File: config.mk
export PLATFORM = sky130hd
export DESIGN_NAME = pipe_hazard_ctrl
export DESIGN_NICKNAME = d
export VERILOG_FILES = /design/src/rtl/pipe_hazard_ctrl.sv
export SDC_FILE = /design/constraint.sdc
export NUM_CORES = 1
export LEC_CHECK = 0
export ABC_AREA = 0
export BUFFER_PORTS_ARGS = -buffer_cell sky130_fd_sc_hd__buf_2
export CAP_MARGIN = 15
export CORE_UTILIZATION = 35
export CTS_CLUSTER_DIAMETER = 40
export DETAILED_ROUTE_END_ITERATION = 8
export PLACE_DENSITY_LB_ADDON = 0.08
export SYNTH_ARGS = -nofsm -noshare
export SYNTH_HDL_FRONTEND = slang
export SYNTH_SLANG_ARGS = --single-unit
export TNS_END_PERCENT = 5
File: constraint.sdc
create_clock -name clk -period 2.78 [get_ports clk]
set_input_delay 0.278 -clock clk [delete_from_list [all_inputs] [get_ports clk]]
set_output_delay 0.278 -clock clk [all_outputs]
set_load 0.05 [all_outputs]
File: src/rtl/pipe_hazard_ctrl.sv
// -----------------------------------------------------------------------------
// pipe_hazard_ctrl
// Stall/flush sequencer for a 5-stage RISC-V pipeline. Produces the enable and
// flush controls for the IF/ID, ID/EX, EX/MEM and MEM/WB latches and the PC
// write enable from the current hazard conditions. It freezes the pipeline
// while a MEM-stage bus access waits for ready, and traps a bus that never
// answers in a sticky error state. Two saturating counters record stalled
// cycles and taken-branch flushes.
//
// Ports
//   clk, rst                 clock; synchronous active-high reset
//   rs1_ID, rs2_ID           source register addresses of the ID instruction
//   rs1_used_ID, rs2_used_ID ID instruction actually reads rs1 / rs2
//   rd_EX                    destination register of the EX instruction
//   RegWrite_EX              EX instruction writes a register
//   DatatoReg_EX             EX instruction is a load
//   branch_taken_EX          EX resolved a taken branch/jump this cycle
//   MIO_MEM                  MEM instruction performs a bus access
//   mem_ready                bus access completes this cycle
//   PC_EN                    PC write enable (combinational)
//   IF_ID_EN, IF_ID_flush    IF/ID latch controls (combinational)
//   ID_EX_EN, ID_EX_flush    ID/EX latch controls (combinational)
//   EX_MEM_EN                EX/MEM latch enable (combinational)
//   MEM_WB_EN, MEM_WB_flush  MEM/WB latch controls (combinational)
//   mem_err                  sticky bus-timeout flag
//   stall_cnt                saturating count of cycles with PC_EN=0
//   flush_cnt                saturating count of honoured taken branches
// -----------------------------------------------------------------------------
module pipe_hazard_ctrl #(
    parameter int unsigned MEM_TIMEOUT = 16,
    parameter int unsigned CNT_W       = 32
) (
    input  logic             clk,
    input  logic             rst,
    input  logic [4:0]       rs1_ID,
    input  logic [4:0]       rs2_ID,
    input  logic             rs1_used_ID,
    input  logic             rs2_used_ID,
    input  logic [4:0]       rd_EX,
    input  logic             RegWrite_EX,
    input  logic             DatatoReg_EX,
    input  logic             branch_taken_EX,
    input  logic             MIO_MEM,
    input  logic             mem_ready,
    output logic             PC_EN,
    output logic             IF_ID_EN,
    output logic             IF_ID_flush,
    output logic             ID_EX_EN,
    output logic             ID_EX_flush,
    output logic             EX_MEM_EN,
    output logic             MEM_WB_EN,
    output logic             MEM_WB_flush,
    output logic             mem_err,
    output logic [CNT_W-1:0] stall_cnt,
    output logic [CNT_W-1:0] flush_cnt
);

    // Wait counter is wide enough for the largest supported timeout (255).
    localparam int unsigned          WAIT_W    = 8;
    localparam logic [WAIT_W-1:0]    WAIT_LAST = WAIT_W'(MEM_TIMEOUT - 1);
    localparam logic [CNT_W-1:0]     CNT_ONE   = CNT_W'(1);
    localparam logic [CNT_W-1:0]     CNT_MAX   = '1;

    typedef enum logic [1:0] {
        ST_RUN  = 2'd0,
        ST_WAIT = 2'd1,
        ST_ERR  = 2'd2
    } state_t;

    state_t            state;
    state_t            state_nxt;
    logic [WAIT_W-1:0] wait_cnt;
    logic [WAIT_W-1:0] wait_cnt_nxt;
    logic              mem_err_q;
    logic              mem_err_nxt;

    logic              rs1_hit;
    logic              rs2_hit;
    logic              load_use;
    logic              mem_stall;
    logic              flush_taken;

    // Hazard detection: a load in EX feeding a register the ID instruction reads.
    assign rs1_hit   = rs1_used_ID && (rs1_ID == rd_EX);
    assign rs2_hit   = rs2_used_ID && (rs2_ID == rd_EX);
    assign load_use  = RegWrite_EX && DatatoReg_EX && (rd_EX != 5'd0)
                       && (rs1_hit || rs2_hit);
    assign mem_stall = MIO_MEM && !mem_ready;

    // State, wait counter, error flag and performance counters.
    always_ff @(posedge clk) begin
        if (rst) begin
            state     <= ST_RUN;
            wait_cnt  <= '0;
            mem_err_q <= 1'b0;
            stall_cnt <= '0;
            flush_cnt <= '0;
        end else begin
            state     <= state_nxt;
            wait_cnt  <= wait_cnt_nxt;
            mem_err_q <= mem_err_nxt;
            if (!PC_EN && (stall_cnt != CNT_MAX)) begin
                stall_cnt <= stall_cnt + CNT_ONE;
            end
            if (flush_taken && (flush_cnt != CNT_MAX)) begin
                flush_cnt <= flush_cnt + CNT_ONE;
            end
        end
    end

    // Next-state logic for the bus-wait tracker.
    always_comb begin
        state_nxt    = state;
        wait_cnt_nxt = wait_cnt;
        mem_err_nxt  = mem_err_q;
        case (state)
            ST_RUN: begin
                if (mem_stall) begin
                    state_nxt    = ST_WAIT;
                    wait_cnt_nxt = WAIT_W'(1);
                end
            end
            ST_WAIT: begin
                // Ready, or the access being withdrawn, both end the wait.
                if (!mem_stall) begin
                    state_nxt    = ST_RUN;
                    wait_cnt_nxt = '0;
                end else if (wait_cnt == WAIT_LAST) begin
                    state_nxt    = ST_ERR;
                    mem_err_nxt  = 1'b1;
                end else begin
                    wait_cnt_nxt = wait_cnt + WAIT_W'(1);
                end
            end
            ST_ERR: begin
                mem_err_nxt = 1'b1;
            end
            default: begin
                state_nxt    = ST_RUN;
                wait_cnt_nxt = '0;
                mem_err_nxt  = 1'b0;
            end
        endcase
    end

    // Latch controls, highest priority first: error, bus stall, branch, load-use.
    always_comb begin
        PC_EN        = 1'b1;
        IF_ID_EN     = 1'b1;
        IF_ID_flush  = 1'b0;
        ID_EX_EN     = 1'b1;
        ID_EX_flush  = 1'b0;
        EX_MEM_EN    = 1'b1;
        MEM_WB_EN    = 1'b1;
        MEM_WB_flush = 1'b0;
        mem_err      = 1'b0;
        flush_taken  = 1'b0;
        if (!rst) begin
            mem_err = mem_err_q;
            if (state == ST_ERR) begin
                PC_EN     = 1'b0;
                IF_ID_EN  = 1'b0;
                ID_EX_EN  = 1'b0;
                EX_MEM_EN = 1'b0;
                MEM_WB_EN = 1'b0;
            end else if (mem_stall) begin
                // Front of the pipe freezes; WB receives a bubble. A pending
                // branch stays in EX and is honoured on the release cycle.
                PC_EN        = 1'b0;
                IF_ID_EN     = 1'b0;
                ID_EX_EN     = 1'b0;
                EX_MEM_EN    = 1'b0;
                MEM_WB_flush = 1'b1;
            end else if (branch_taken_EX) begin
                // Wrong-path IF and ID instructions are discarded, which also
                // makes any load-use hazard on the ID instruction moot.
                IF_ID_flush = 1'b1;
                ID_EX_flush = 1'b1;
                flush_taken = 1'b1;
            end else if (load_use) begin
                // Hold IF and ID for one cycle and push a bubble into EX.
                PC_EN       = 1'b0;
                IF_ID_EN    = 1'b0;
                ID_EX_flush = 1'b1;
            end
        end
    end

endmodule

==> flow_summary.json <==
{
  "yosysTopAreaCellShare": 0.385,
  "worstSkewPairLatency_ns": 0.37,
  "start_kind": "flop",
  "cpMaxStageDelayCell": "or4_1",
  "postCtsResizedCells": 0,
  "skew_ns": 0.0140,
  "setup_violations": 0,
  "routed_wl_um": 10200,
  "p_int_mw": 1.57,
  "period_share": 0.891,
  "placed_area_um2": 4530,
  "clk_path_buf_depth": 2,
  "fillers": 1128,
  "cts_tree": "done",
  "hold_viol": 0,
  "ys_seq_area_frac": 0.385,
  "min_delay_worst_endpoint": "flush_cnt[8]$_SDFFE_PP0P_",
  "drtAntennaViolNets": 0,
  "ff2ff_path_depth": 9,
  "p_leak_nw": 1.75,
  "setup_slack_ns": 0.302,
  "dp_hpwl_um": 7410,
  "ys_ff_latch": 75,
  "synth_edf_count": 0,
  "hold_buffers": 0,
  "cpPeakStageDelay_ns": 0.54,
  "drv_slew": 0,
  "n_antenna_cell": 0,
  "die_w_um": 108,
  "r2r_start": "state[0]$_SDFFE_PP0P_",
  "drc": 0,
  "syn_nets": 505,
  "drt_iter0_drc": 137,
  "slew_headroom": 0.567,
  "grt_max_degree": 60,
  "pwr-share-clk": 0.407,
  "swShare": 0.253,
  "grt_pass1_wl_um": 17000,
  "path_depth": 9,
  "hp-start": "rst",
  "async_flop_share": 0,
  "pre_cts_ws_ns": 0.325,
  "tightest_slew_ns": 0.650,
  "fin_setup_tns_ns": 0,
  "syn2layout_area_growth_pct": 21.2,
  "clock-sinks": 75,
  "numPortBuffers": 96,
  "crit_type": "flop to flop",
  "grt_remaining_overflow": 0,
  "cpLargestDelayFamily": "simple AND/OR/NAND/NOR gates",
  "synthTopCellsByCount": "dfxtp_1, nor2_1, a21oi_1",
  "routedWlPerCell_um": 14.3,
  "viasPerCell": 5.34,
  "chipHeight_um": 108,
  "status": "completed",
  "path_buf_inv": 3,
  "peakVddDrop_mv": 0.249,
  "yosysUniqueCellTypes": 44,
  "first_pass_iters": 4,
  "min_path_cells": 3,
  "period_needed_ns": 2.48,
  "core_um2": 10800,
  "min_path_type": "primary input to flop",
  "clk_root_buffer_cell": "clkbuf_8",
  "final_util": 0.436,
  "clk_pin_slew_ns": 0.08,
  "post_cts_buffers": 0,
  "path_common_cell": "inv_1",
  "grt_setup_unrepaired": "false",
  "startpoint": "state[0]$_SDFFE_PP0P_",
  "io-pin-count": 97,
  "clock.fmax_mhz": 404,
  "yosys.area.top_type": "dfxtp_1",
  "powerDensity_nw_per_um2": 445,
  "syn_area_um2": 3900,
  "netlist_instances": 475,
  "dr_total_vias": 3820,
  "row_count": 38,
  "final_cell_area_um2": 4730,
  "ys.flop_type": "dfxtp_1",
  "path_cells": "inv_1 -> ha_1 -> inv_1 -> a21oi_1 -> inv_1 -> o221ai_1 -> nand4_1 -> or4_1 -> a21oi_1",
  "synth_most_common_cell": "dfxtp_1",
  "p_sw_mw": 0.532,
  "start_util": 0.360,
  "whs_ns": 0.363,
  "gp_congestion": 0.826,
  "htree_num_levels": 3,
  "postSynthAreaPerCell_um2": 8.21,
  "crit_fanout": 13,
  "antenna_found_initial": 0,
  "required_ns": 3.07,
  "dieArea_um2": 11600,
  "synth_top_cells_by_area": "dfxtp_1, xnor2_1, a21oi_1",
  "cap_violations": 0,
  "end_kind": "flop",
  "yosysWarnings": 0,
  "pwr-share-seq": 0.518,
  "critical_path_arrival_ns": 2.77,
  "final_nets": 601,
  "worstReg2RegEnd": "stall_cnt[20]$_SDFFE_PP0P_",
  "grt_usage": 0.187,
  "comb_power_share": 0.075,
  "r2r_slack_ns": 0.30,
  "grt_pass1_vias": 3476,
  "numCtsBuffers": 9,
  "post_route_cells_drive_above_1_share": 0.226
}
## power groups by stage
| stage | registers [mW] | logic (mW) | clock network, mW |
|---|---|---|---|
| after floorplan | 1.12 | 0.101 | 0 |
| after global placement | 1.11 | 0.159 | 0 |
| after detailed placement | 1.11 | 0.159 | 0 |
| after CTS | 1.09 | 0.160 | 0.894 |
| after global routing | 1.09 | 0.177 | 0.921 |
| final | 1.09 | 0.158 | 0.855 |
## layout by cell type, fill, tap and decap left out, drive strengths merged, types with 2 or more instances in the layout
| cell | netlist | routed |
|---|---|---|
| nand2 | 33 | 33 |
| xor2 | 7 | 7 |
| nand4 | 28 | 28 |
| nor4b | 3 | 3 |
| nand2b | 3 | 3 |
| nor2b | 4 | 4 |
| xnor2 | 33 | 33 |
| nor4 | 12 | 12 |
| nor3 | 14 | 14 |
| buf | 7 | 105 |
| dfxtp | 75 | 75 |
| ha | 6 | 6 |
| clkinv | 0 | 3 |
| mux2 | 2 | 2 |
| nor2 | 45 | 45 |
| and3 | 8 | 8 |
| nor3b | 3 | 3 |
| nand3 | 17 | 17 |
| mux2i | 3 | 3 |
| inv | 12 | 12 |
| and2 | 3 | 3 |
| or4 | 12 | 12 |
| and4 | 10 | 10 |
| clkbuf | 13 | 11 |
| a21oi | 41 | 41 |
| o31ai | 9 | 9 |
| a21o | 2 | 2 |
| or3 | 29 | 29 |
| o21ai | 30 | 30 |
## cells by family after synthesis
| group | share of synthesized area |
|---|---|
| XOR/XNOR | 0.0898 |
| buffers and inverters | 0.0343 |
| multiplexers | 0.0135 |
| adder cells (fa/ha/maj) | 0.0192 |
| AND/OR/NAND/NOR | 0.329 |
| flip-flops | 0.385 |
| AO/OA/AOI/OAI | 0.129 |
## state kept, by name, indices dropped and copies added, names as in the netlist
register,cells
stall_cnt,32
flush_cnt,32
mem_err_q,1
wait_cnt,8
state,2
## tightest hold or removal path, cell delays in order
cell	delay [ns]
buf_2	0.12
buf_4	0.21
nor2_1	0.06
## worst max-delay path by stage
stage / endpoint / slack (ns)
global placement: stall_cnt[9]$_SDFFE_PP0P_ / 0.34
global route: stall_cnt[31]$_SDFFE_PP0P_ / 0.10
CTS: stall_cnt[30]$_SDFFE_PP0P_ / 0.29
finish: stall_cnt[20]$_SDFFE_PP0P_ / 0.30
floorplan: flush_cnt[21]$_SDFFE_PP0P_ / 0.16
detailed placement: stall_cnt[9]$_SDFFE_PP0P_ / 0.32
## final cells by class
type                       count  area (µm²)  share of cell area
timing repair buffer         105         548               0.116
inverter                      12        45.0             0.00953
tap                          140         175              0.0370
clock inverter                 5        52.6              0.0111
sequential                    75        1500               0.318
clock buffer                  11         141              0.0299
multi-input combinational    368        2260               0.479
## through the flow
step                std cells  total power, mW
finish                    716             2.10
global route              716             2.19
CTS                       716             2.14
detailed placement        700             1.27
global placement          700             1.27
floorplan                 475             1.22
## metal layers
metal / global-route usage / part of all wire / vias to the layer above
met5: 0 / 0 / -
met3: 0.0472 / 0.047 / 18
met4: 0.0783 / 0.019 / 0
met1: 0.238 / 0.47 / 1798
met2: 0.298 / 0.46 / 80
li1: - / - / 1924
Note: power is estimated with default switching activity, not from simulation.
